$ cat config.mk
export PLATFORM = sky130hd
export DESIGN_NAME = gate_recorder
export DESIGN_NICKNAME = d
export VERILOG_FILES = /design/src/rtl/gate_recorder_pkg.sv /design/src/rtl/gate_recorder_debounce.sv /design/src/rtl/gate_recorder.sv
export SDC_FILE = /design/constraint.sdc
export NUM_CORES = 1
export LEC_CHECK = 0
export CORE_MARGIN = 4
export CORE_UTILIZATION = 46
export CTS_BUF_LIST = sky130_fd_sc_hd__clkbuf_4
export DETAILED_ROUTE_END_ITERATION = 10
export PLACE_DENSITY_LB_ADDON = 0.3
export SYNTH_ARGS = -nofsm -noshare
export SYNTH_HDL_FRONTEND = slang
export SYNTH_SLANG_ARGS = --single-unit
$ cat constraint.sdc
create_clock -name clk -period 2.85 [get_ports clk]
set_clock_uncertainty 0.1 [all_clocks]
set_input_delay 0.285 -clock clk [delete_from_list [all_inputs] [get_ports clk]]
set_output_delay 0.285 -clock clk [all_outputs]
set_load 0.05 [all_outputs]
$ cat src/rtl/gate_recorder_pkg.sv
// Shared definitions for the gate-loop recorder slice.
//   DEFAULT_DEBOUNCE : clk cycles a button must hold a new level before it is accepted
//   DEFAULT_STEPS    : default loop length in steps
//   pos_width()      : width of a step index for a given loop length
//   button_state_e   : debounced button level
//   `ACTIVE_LOW(sig) : turns an active-low board button into an active-high level
`ifndef GATE_RECORDER_PKG_SV
`define GATE_RECORDER_PKG_SV

`define ACTIVE_LOW(sig) (~(sig))

package gate_recorder_pkg;

    localparam int DEFAULT_DEBOUNCE = 65536;
    localparam int DEFAULT_STEPS    = 16;

    typedef enum logic {
        RELEASED = 1'b0,
        PRESSED  = 1'b1
    } button_state_e;

    // A one-step loop still needs a 1-bit index, so never return zero.
    function automatic int pos_width(input int steps);
        return (steps > 1) ? $clog2(steps) : 1;
    endfunction

endpackage

`endif

$ cat src/rtl/gate_recorder_debounce.sv
// button_debounce: two-flop synchronizer, level debouncer and press pulse
// for one active-low asynchronous board button.
//   clk      : system clock
//   rst      : asynchronous reset, active-low
//   button_n : raw button, active-low, asynchronous
//   level    : debounced button level (1 = held)
//   press    : one-cycle pulse in the cycle the debounced level first reads held
module button_debounce
    import gate_recorder_pkg::*;
#(
    parameter int DEBOUNCE = DEFAULT_DEBOUNCE
) (
    input  logic clk,
    input  logic rst,
    input  logic button_n,
    output logic level,
    output logic press
);

    localparam int               CNT_W    = $clog2(DEBOUNCE + 1);
    localparam logic [CNT_W-1:0] CNT_LAST = CNT_W'(DEBOUNCE - 1);

    logic             sync_a;
    logic             sync_b;
    logic             tap_level;
    button_state_e    debounced;
    logic [CNT_W-1:0] count;

    // Synchronizer resets to the idle (released) level so a reset never
    // looks like a press.
    always_ff @(posedge clk or negedge rst) begin
        if (!rst) begin
            sync_a <= 1'b1;
            sync_b <= 1'b1;
        end else begin
            sync_a <= button_n;
            sync_b <= sync_a;
        end
    end

    assign tap_level = `ACTIVE_LOW(sync_b);

    // The counter measures how long the synchronized level has disagreed with
    // the accepted state; any agreement restarts it. The press pulse is
    // registered together with the state change so it lines up with level.
    always_ff @(posedge clk or negedge rst) begin
        if (!rst) begin
            debounced <= RELEASED;
            count     <= '0;
            press     <= 1'b0;
        end else begin
            press <= 1'b0;
            if (tap_level == logic'(debounced)) begin
                count <= '0;
            end else if (count == CNT_LAST) begin
                debounced <= button_state_e'(tap_level);
                count     <= '0;
                press     <= tap_level;
            end else begin
                count <= count + 1'b1;
            end
        end
    end

    assign level = logic'(debounced);

endmodule

$ cat src/rtl/gate_recorder.sv
// gate_recorder: captures live button taps, quantizes them to sequencer steps,
// stores them in a STEPS-bit loop pattern and plays the pattern back as a gate.
//   clk       : system clock
//   rst       : asynchronous reset, active-low
//   step_tick : one-cycle strobe per sequencer step
//   tap_n     : raw tap button, active-low, asynchronous
//   rec_en    : 1 = recording armed
//   overdub   : 1 = OR taps into the pattern, 0 = replace the step bit
//   clear_all : synchronous pulse that empties the pattern
//   length    : active loop length 1..STEPS (0 or >STEPS means STEPS)
//   gate_out  : pattern bit at the current step
//   step_pos  : current step index
//   step_wrap : one-cycle pulse when step_pos returns to 0
//   pattern   : full stored pattern
//   tap_seen  : debounced tap level
module gate_recorder
    import gate_recorder_pkg::*;
#(
    parameter int STEPS    = DEFAULT_STEPS,
    parameter int DEBOUNCE = DEFAULT_DEBOUNCE,
    parameter int POS_W    = pos_width(STEPS)
) (
    input  logic             clk,
    input  logic             rst,
    input  logic             step_tick,
    input  logic             tap_n,
    input  logic             rec_en,
    input  logic             overdub,
    input  logic             clear_all,
    input  logic [POS_W:0]   length,
    output logic             gate_out,
    output logic [POS_W-1:0] step_pos,
    output logic             step_wrap,
    output logic [STEPS-1:0] pattern,
    output logic             tap_seen
);

    localparam logic [POS_W:0] STEPS_LEN = (POS_W + 1)'(STEPS);

    logic           press;
    logic           pending;
    logic [POS_W:0] eff_len;
    logic [POS_W:0] last_pos;
    logic           at_last;

    button_debounce #(
        .DEBOUNCE (DEBOUNCE)
    ) u_tap (
        .clk      (clk),
        .rst      (rst),
        .button_n (tap_n),
        .level    (tap_seen),
        .press    (press)
    );

    always_comb begin
        eff_len = length;
        if (length == '0 || length > STEPS_LEN) begin
            eff_len = STEPS_LEN;
        end
    end

    // ">=" rather than "==" so a loop shortened below the current step wraps
    // on the next tick instead of running on to the end of the register.
    assign last_pos = eff_len - 1'b1;
    assign at_last  = {1'b0, step_pos} >= last_pos;

    // A press landing on the same cycle as a tick belongs to the step being
    // entered, so the set wins over the tick's clear.
    always_ff @(posedge clk or negedge rst) begin
        if (!rst) begin
            pending <= 1'b0;
        end else if (press && rec_en) begin
            pending <= 1'b1;
        end else if (step_tick) begin
            pending <= 1'b0;
        end
    end

    always_ff @(posedge clk or negedge rst) begin
        if (!rst) begin
            step_pos  <= '0;
            step_wrap <= 1'b0;
        end else begin
            step_wrap <= step_tick && at_last;
            if (step_tick) begin
                step_pos <= at_last ? '0 : step_pos + 1'b1;
            end
        end
    end

    // The tick writes into the step being left, using pending as it stood
    // before the tick. clear_all overrides that write.
    always_ff @(posedge clk or negedge rst) begin
        if (!rst) begin
            pattern <= '0;
        end else if (clear_all) begin
            pattern <= '0;
        end else if (step_tick && rec_en) begin
            pattern[step_pos] <= overdub ? (pattern[step_pos] | pending) : pending;
        end
    end

    assign gate_out = pattern[step_pos];

endmodule

* Yosys cells after proc, flatten, opt, wreduce, memory -nomap -nowiden
Index checks and enable logic that the tools add are counted.
** Operators by class
- Add/sub/neg operators :: 3
- Bitwise operators :: 3
- Reduce and logical (&&, ||, !) cells :: 9
- Div/mod/pow operators :: 0
- $mul :: 0
- Eq/ne operators :: 2
- Shifts and indexed selects :: 0
- Mux-type cells :: 16
- $lt $le $gt $ge :: 4
** Operator list (count)
- 17-bit two-way mux :: 2
- 16-bit two-way mux :: 2
- 17-bit by 1-bit adder with 17-bit output (second input constant) :: 1
- 17-bit by 16-bit equality test with 1-bit output (second input constant) :: 1
- 16-bit bitwise mux :: 1
- 1-bit two-way mux :: 7
- 4-bit by 5-bit greater-or-equal comparator with 1-bit output :: 1
- 5-bit greater-than comparator (second input constant) :: 1
- 5-bit logical NOT :: 1
- 4-bit by 5-bit less-than comparator with 1-bit output (second input constant) :: 1
- 5-bit two-way mux :: 1
- 5-bit by 1-bit subtractor with 5-bit output (second input constant) :: 1
- 4-bit by 1-bit adder with 4-bit output (second input constant) :: 1
- 1-bit binary-select mux with 4-bit select :: 1
- 1-bit demux with 4-bit select :: 1
- 4-bit by 1-bit greater-or-equal comparator with 1-bit output (second input constant) :: 1
- 1-bit logical AND :: 4
- 4-bit two-way mux :: 1
- 2-bit nonzero test :: 2
- 1-bit inverter :: 2
- 2-bit AND reduction :: 1
- 1-bit equality test :: 1
- 1-bit logical OR :: 1
- 1-bit OR :: 1
** Storage, ports and cells
- Output and inout port bits :: 23
- Memories :: 0
- Word-level logic and storage cells :: 46
- Bits in latches :: 0
- Bits of input ports :: 12
- Bits in registers :: 43
- RAM bits :: 0
- Bits in read-only memories :: 0

* Longest topological paths before layout
- Depth in word-level cells :: 7
- Mapped depth :: 10
- Depth with buffers taken out :: 10

* By module
From an unflattened synthesis, not the netlist that was laid out.
** Second synthesis, totals
- Cells, all modules :: 233
- Area, all modules :: 2404.8 um^2
** Modules (own cells, without submodules)
- gate_recorder :: area each 1452.6 um^2, seq. area each 550.5 um^2, cells an instance 145, times used 1
- button_debounce :: area each 952.2 um^2, seq. area each 528.0 um^2, cells an instance 88, times used 1

* Worst setup path before layout
No wires, ideal clock.
- Path kind :: input to register
- Start :: in length[0]
- End :: reg step_pos[0]
- Setup time :: 0.138 ns
- Slack :: 0.166 ns
- Buffers on the path :: 0
- Stages on the path :: 10
- Arrival time :: 2.446 ns
- Cells stage by stage :: or4_1 > ha_1 > nand2b_1 > ha_1 > xnor2_1 > ha_1 > o21a_1 > nor2_1 > nor3b_1 > a21oi_1
** Between the ends
- Longest elaborated chain between the ends :: 6
- Elaborated cells between the ends (all ways) :: 7
- Those cells by class :: add/sub: 1; order compare: 2; mux: 2; reduce/logical: 2
** Ends and longest elaborated chain
- start: declaration :: RTL line gate_recorder.sv:30 : input logic [POS_W:0] length,
- 5-bit greater-than comparator or 5-bit logical NOT (tied branches) :: RTL line gate_recorder.sv:58 : if (length == '0 || length > STEPS_LEN) begin
- 1-bit logical OR :: RTL line gate_recorder.sv:58
- 5-bit two-way mux * :: RTL line gate_recorder.sv:58
- 5-bit by 1-bit subtractor with 5-bit output * :: RTL line gate_recorder.sv:65 : assign last_pos = eff_len - 1'b1;
- 4-bit by 5-bit greater-or-equal comparator with 1-bit output * :: RTL line gate_recorder.sv:66 : assign at_last = {1'b0, step_pos} >= last_pos;
- 4-bit two-way mux * :: RTL line gate_recorder.sv:87 : step_pos <= at_last ? '0 : step_pos + 1'b1;
- end signal: assignment :: RTL line gate_recorder.sv:87
- end: declaration :: RTL line gate_recorder.sv:32 : output logic [POS_W-1:0] step_pos,
Mark *: on every way between the ends. The rest lies on a longest branch, timed or not.
A chain may end at the register's enable or synchronous reset.

* Final worst setup path
- Start :: in length[0]
- End :: reg step_wrap
** Between the ends
- Longest elaborated chain between the ends :: 6
- Elaborated cells between the ends (all ways) :: 7
- Those cells by class :: add/sub: 1; order compare: 2; mux: 1; reduce/logical: 3
** Ends and longest elaborated chain
- 5-bit greater-than comparator or 5-bit logical NOT (tied branches) :: RTL line gate_recorder.sv:58
- 1-bit logical OR :: RTL line gate_recorder.sv:58
- 5-bit two-way mux * :: RTL line gate_recorder.sv:58
- 5-bit by 1-bit subtractor with 5-bit output * :: RTL line gate_recorder.sv:65
- 4-bit by 5-bit greater-or-equal comparator with 1-bit output * :: RTL line gate_recorder.sv:66
- 1-bit logical AND * :: RTL line gate_recorder.sv:85 : step_wrap <= step_tick && at_last;
- end signal: assignment :: RTL line gate_recorder.sv:85
- end: declaration :: RTL line gate_recorder.sv:33 : output logic step_wrap,
Marked as above.

==> reports/qor.txt <==
Clock Tree Buf Depth: 2
Crit. Startpoint: length[0]
Clk network pwr share: 24.0%
Tcrit/Tclk final: 93.3%
Sw Ratio: 37.2%
Post-synth EDFFs: 0
Layout cell share with drive strength beyond 1: 15.3%
Pwr Total: 1.96 mW
Hold path startpoint: tap_n
Asr flop ratio synth: 100%
Fmax: 376 MHz
Congestion Overflow GR: 0
Seq/Total Area, Yosys: 47.4%
Vias per std cell: 5.46
Setup Viol. Count Final: 0
Vias: 1791
Main synth FF type: dfrtp_1
Post-route minimum period: 2.66 ns
Row Count: 25
Most numerous cell in the Yosys netlist: dfrtp_1
Ant. Diodes: 0
Die area: 6140 um^2
Drt first pass iters: 4
RSZ-0062 raised after global routing: no
Net switching power: 0.730 mW
Initial antenna violation count: 0
Avg Inst Size Synth: 10.5 um^2
Hold endpoint: u_tap.sync_a$_DFF_PN1_
Synth area leader: dfrtp_1
Vias in the first global route: 1769
CTS tree: yes
Final WL: 4850 um
Startpoint Class: input port
Sequential power share: 38.0%
CTS Buf Count: 5
Gr usage total: 17.5%
Worst rel slew slack: 37.0%
Port Buf Inserts: 34
Reg-to-Reg Start: u_tap.count[0]$_DFF_PN0_
Skew-Pair Late Insertion Delay: 0.36 ns
Cells on worst reg2reg path: 6
DRC: 0
Worst hold slack: 0.221 ns
Yosys Warn Count: 0
Synthesized flop and latch total: 43
Hold-critical path depth: 1
Post-synthesis instance total: 216
RR Endpoint: u_tap.count[4]$_DFF_PN0_
Synth unique cells: 44
Synth top area cells: dfrtp_1, ha_1, a211oi_1
DRT iter0 DRCs: 138
Status: completed
Largest net degree at the start of global routing: 44
Max Cap Viol: 0
R2R setup slack: 0.45 ns
Final hold vios: 0
Hold Crit Class: input port to register
Antenna viol nets, final: 0
Peak VDD IR: 0.333 mV
Fill cell count: 410
Top cell type's share of synthesized area: 45.1%
Syn nets: 239
Die W: 78.3 um
Critical Path RT: 3.01 ns
Area of the mapped netlist: 2280 um^2
CORE AREA: 4750 um^2
Global-route wire length before repair: 8430 um
Post-DP HPWL: 3500 um
Slew @ Worst Pin: 0.945 ns
Max-slew violations: 0
P_int: 1.23 mW
H-tree depth: 2
Crit-path max FO: 5
Reg clk slew, reported paths: 0.13 ns
Comb power frac: 38.0%
Die Span Y: 78.3 um
Area delta synth->final: 27.4%
WP data arrival: 2.82 ns
Final net count: 283
Lkg Pwr: 1.21 nW
CP Capture Type: register
GP Congestion: 0.831
Initial Util: 47.9%
Crit Path Category: input port to register
Power Dens Cells: 677 nW/um^2
Top cells by count, synth: dfrtp_1, a21oi_1, a211oi_1, nor2_1, nand2_1
Drt wl/cell: 14.8 um
Root Driver: clkbuf_4
Clk sink count: 43
Ports: 35
-- flip-flops by register name (all words and copies together) (netlist names) --
signal	count
u_tap.sync_a	1
pattern	16
step_wrap	1
u_tap.level	1
step_pos	4
u_tap.press	1
u_tap.sync_b	1
pending	1
u_tap.count	17
-- cells in the final DEF (no fill, tap or decap), types with 2 or more instances in the layout --
| master | count |
|---|---|
| inv_1 | 7 |
| bufinv_16 | 2 |
| nor3_1 | 4 |
| dfrtp_1 | 41 |
| nor2b_1 | 3 |
| and3_1 | 7 |
| or3_1 | 2 |
| clkbuf_4 | 5 |
| dfstp_2 | 2 |
| a2111oi_2 | 2 |
| buf_4 | 12 |
| nand3_1 | 4 |
| nand2b_1 | 2 |
| mux2i_1 | 2 |
| ha_2 | 2 |
| nand4_1 | 7 |
| nor2_1 | 14 |
| xnor2_1 | 9 |
| nand2_1 | 13 |
| ha_1 | 8 |
| a21oi_1 | 22 |
| mux4_2 | 4 |
| a22oi_1 | 2 |
| o21ai_0 | 4 |
| xor2_1 | 8 |
| a211oi_1 | 16 |
| or4_1 | 2 |
| clkdlybuf4s50_1 | 32 |
-- how the worst max path moves through the flow --
stage | endpoint | depth (start not counted)
floorplan | step_pos[0]$_DFFE_PN0P_ | 10
global placement | step_pos[1]$_DFFE_PN0P_ | 11
global route | step_pos[3]$_DFFE_PN0P_ | 12
finish | step_wrap$_DFF_PN0_ | 9
CTS | step_wrap$_DFF_PN0_ | 9
detailed placement | step_pos[3]$_DFFE_PN0P_ | 11
-- routing by layer --
layer / part of all wire [%] / up-vias / track usage [%]
met1: 45 / 862 / 21.8
li1: - / 883 / -
met5: 0 / - / 0
met4: 1.1 / 0 / 5.59
met2: 49 / 41 / 29.8
met3: 4.5 / 5 / 4.24
-- power by group through the flow --
stage | clock [mW] | combinational, mW | sequential (mW)
after floorplan | 0 | 0.331 | 0.894
after global placement | 0 | 0.711 | 0.759
after detailed placement | 0 | 0.721 | 0.759
after CTS | 0.488 | 0.735 | 0.747
after global routing | 0.513 | 0.816 | 0.761
final | 0.471 | 0.746 | 0.746
-- per-stage QoR --
step                area, um^2  setup slack, ns  TNS [ns]  std cells  util [%]
floorplan                 2280            0.166         0        216         -
global placement          2740           -0.383     -1.90        319      57.7
detailed placement        2740           -0.432     -2.09        319      57.7
CTS                       2860           0.0333         0        328      60.2
global route              2900           0.0780         0        328      61.0
finish                    2900            0.191         0        328      61.0
-- final cells by class --
type | count | area, um^2 | share of cell area, %
Clock buffer | 5 | 37.5 | 1.29
Clock inverter | 3 | 67.6 | 2.33
Inverter | 7 | 26.3 | 0.906
Multi-Input combinational cell | 156 | 1170 | 40.3
Sequential cell | 43 | 1080 | 37.2
Tap cell | 67 | 83.8 | 2.89
Timing Repair Buffer | 47 | 438 | 15.1
-- timing repair --
action / CTS / global route
endpoints found under the setup margin: 5 / 6
hold endpoints to repair: 41 / 0
pin swaps: 0 / 2
gates resized for setup: 2 / 7
hold buffers: 1 / 0
setup buffers: 0 / 0
-- cell families (layout without fill, tap and decap cells) --
family	count (synthesis)	after routing	share of synthesized area [%]
flops	43	43	47.4
fa+ha+maj	11	11	6.05
simple gates	68	68	15.9
buf+inv	17	62	3.08
mux	6	6	4.84
compound gates	54	54	16.2
xor+xnor	17	17	6.54
-- worst max-delay path, stage by stage --
cell and delay, ns:
clkdlybuf4s50_1 0.42, or4_4 0.55, ha_4 0.28, nand2b_4 0.12, ha_2 0.26, ha_1 0.28, a2111oi_2 0.33, nor3b_2 0.12
and2_1 0.17
Note: power is estimated with default switching activity, not from simulation.
==> RTL change: new RTL, same settings <==
The output `step_wrap` loses its register stage (`step_wrap` becomes a continuous assignment). Comments in the files are not updated.
--- a/src/rtl/gate_recorder.sv
+++ b/src/rtl/gate_recorder.sv
@@ -80,14 +80,14 @@
     always_ff @(posedge clk or negedge rst) begin
         if (!rst) begin
             step_pos  <= '0;
-            step_wrap <= 1'b0;
         end else begin
-            step_wrap <= step_tick && at_last;
             if (step_tick) begin
                 step_pos <= at_last ? '0 : step_pos + 1'b1;
             end
         end
     end
+
+    assign step_wrap = step_tick && at_last;
 
     // The tick writes into the step being left, using pending as it stood
     // before the tick. clear_all overrides that write.
Check against the original RTL: not equivalent (a bounded check fails within 4 cycles, from zero or initial values and one cycle with rst low).
==> RTL change against the unedited design <==
The run now ends with negative setup slack left. Synthesized area decreased by 1.1%. Highest routed layer unchanged. Clock power decreased by 18%. Global-route usage decreased by 0.17 points. Register-to-register slack improved by 0.06 ns. Wire length increased by 3.5%. Sequential power decreased by 0.9%. Sequential cell count decreased by 1. Critical path type is now input pin to primary output. Power decreased by 0.68%. Cell count decreased by 0.30%. Setup slack got worse by 0.28 ns. Design area increased by 1.2%. Maximum frequency decreased by 9.6%. Count of clock-buffer cells in the layout unchanged. Largest cell class unchanged.
==> RTL change: results <==
[clock_network]
cts_resized = 21

[critical_path]
r2r.worst_path.cells = 5
critical_path_arrival_ns = 2.56
reg2reg_to = "u_tap.count[1]"
crit_path_max_fanout = 3

[synth]
synthXorXnorAreaFrac = 0.0661
ys_top_cells_by_count = "dfrtp_1, a21oi_1, a211oi_1"
synth_compound_area_frac = 0.163
yosys-top-cells-area = "dfrtp_1, ha_1, a211oi_1, a21oi_1, mux4_2"

[power_and_ir_drop]
irDropWorstVdd_uv = 360
power_mw = 1.95
powerClk_uw = 387
internal_power_mw = 1.17

[global_routing]
met1_usage = 0.224
grt_pass1_wl_um = 8360
grt_use_total = 0.173
met3_usage = 0.0418
grt_max_degree = 43

[place]
placed_area_um2 = 2740
dp.cells = 315
routabilityCongestion = 0.824
place_ws_ns = -0.511

[sta]
slew_headroom = 0.381
setup_ws_ns = -0.0927
finalSetupViolations = 1

[route]
wirelength_um = 5030
wl_met3_um = 211

[run_status]
violations = "negative setup slack"
status = "complete, but fails checks"

[final_layout]
fin_cells = 327
-- RTL change: cell count changes in the layout (fill, tap and decap cells not counted), sizes merged --
| cell | change |
|---|---|
| dfrtp | -1 |
| clkinvlp | +1 |
| clkdlybuf4s50 | -5 |
| bufinv | -1 |
| buf | +5 |
-- RTL change: final cells by class --
| cell class | instances | area, µm² |
|---|---|---|
| well taps | 67 | 83.8 |
| repair buffers | 47 | 447 |
| clock inverters | 3 | 45.0 |
| clock buffers | 5 | 37.5 |
| flip-flops and latches | 42 | 1050 |
| inverters | 7 | 26.3 |
| fillers | 387 | 1790 |
| multi-input cells | 156 | 1240 |
-- RTL change: worst max-delay path, delay by kind of cell --
kind                       cells  cell delay [ns]
AOI/OAI and AO/OA              1             0.12
adders and majority gates      3             0.71
xor gates and xnor gates       1             0.13
and+or+nand+nor                5             1.10
buffers and inverters          2             0.22
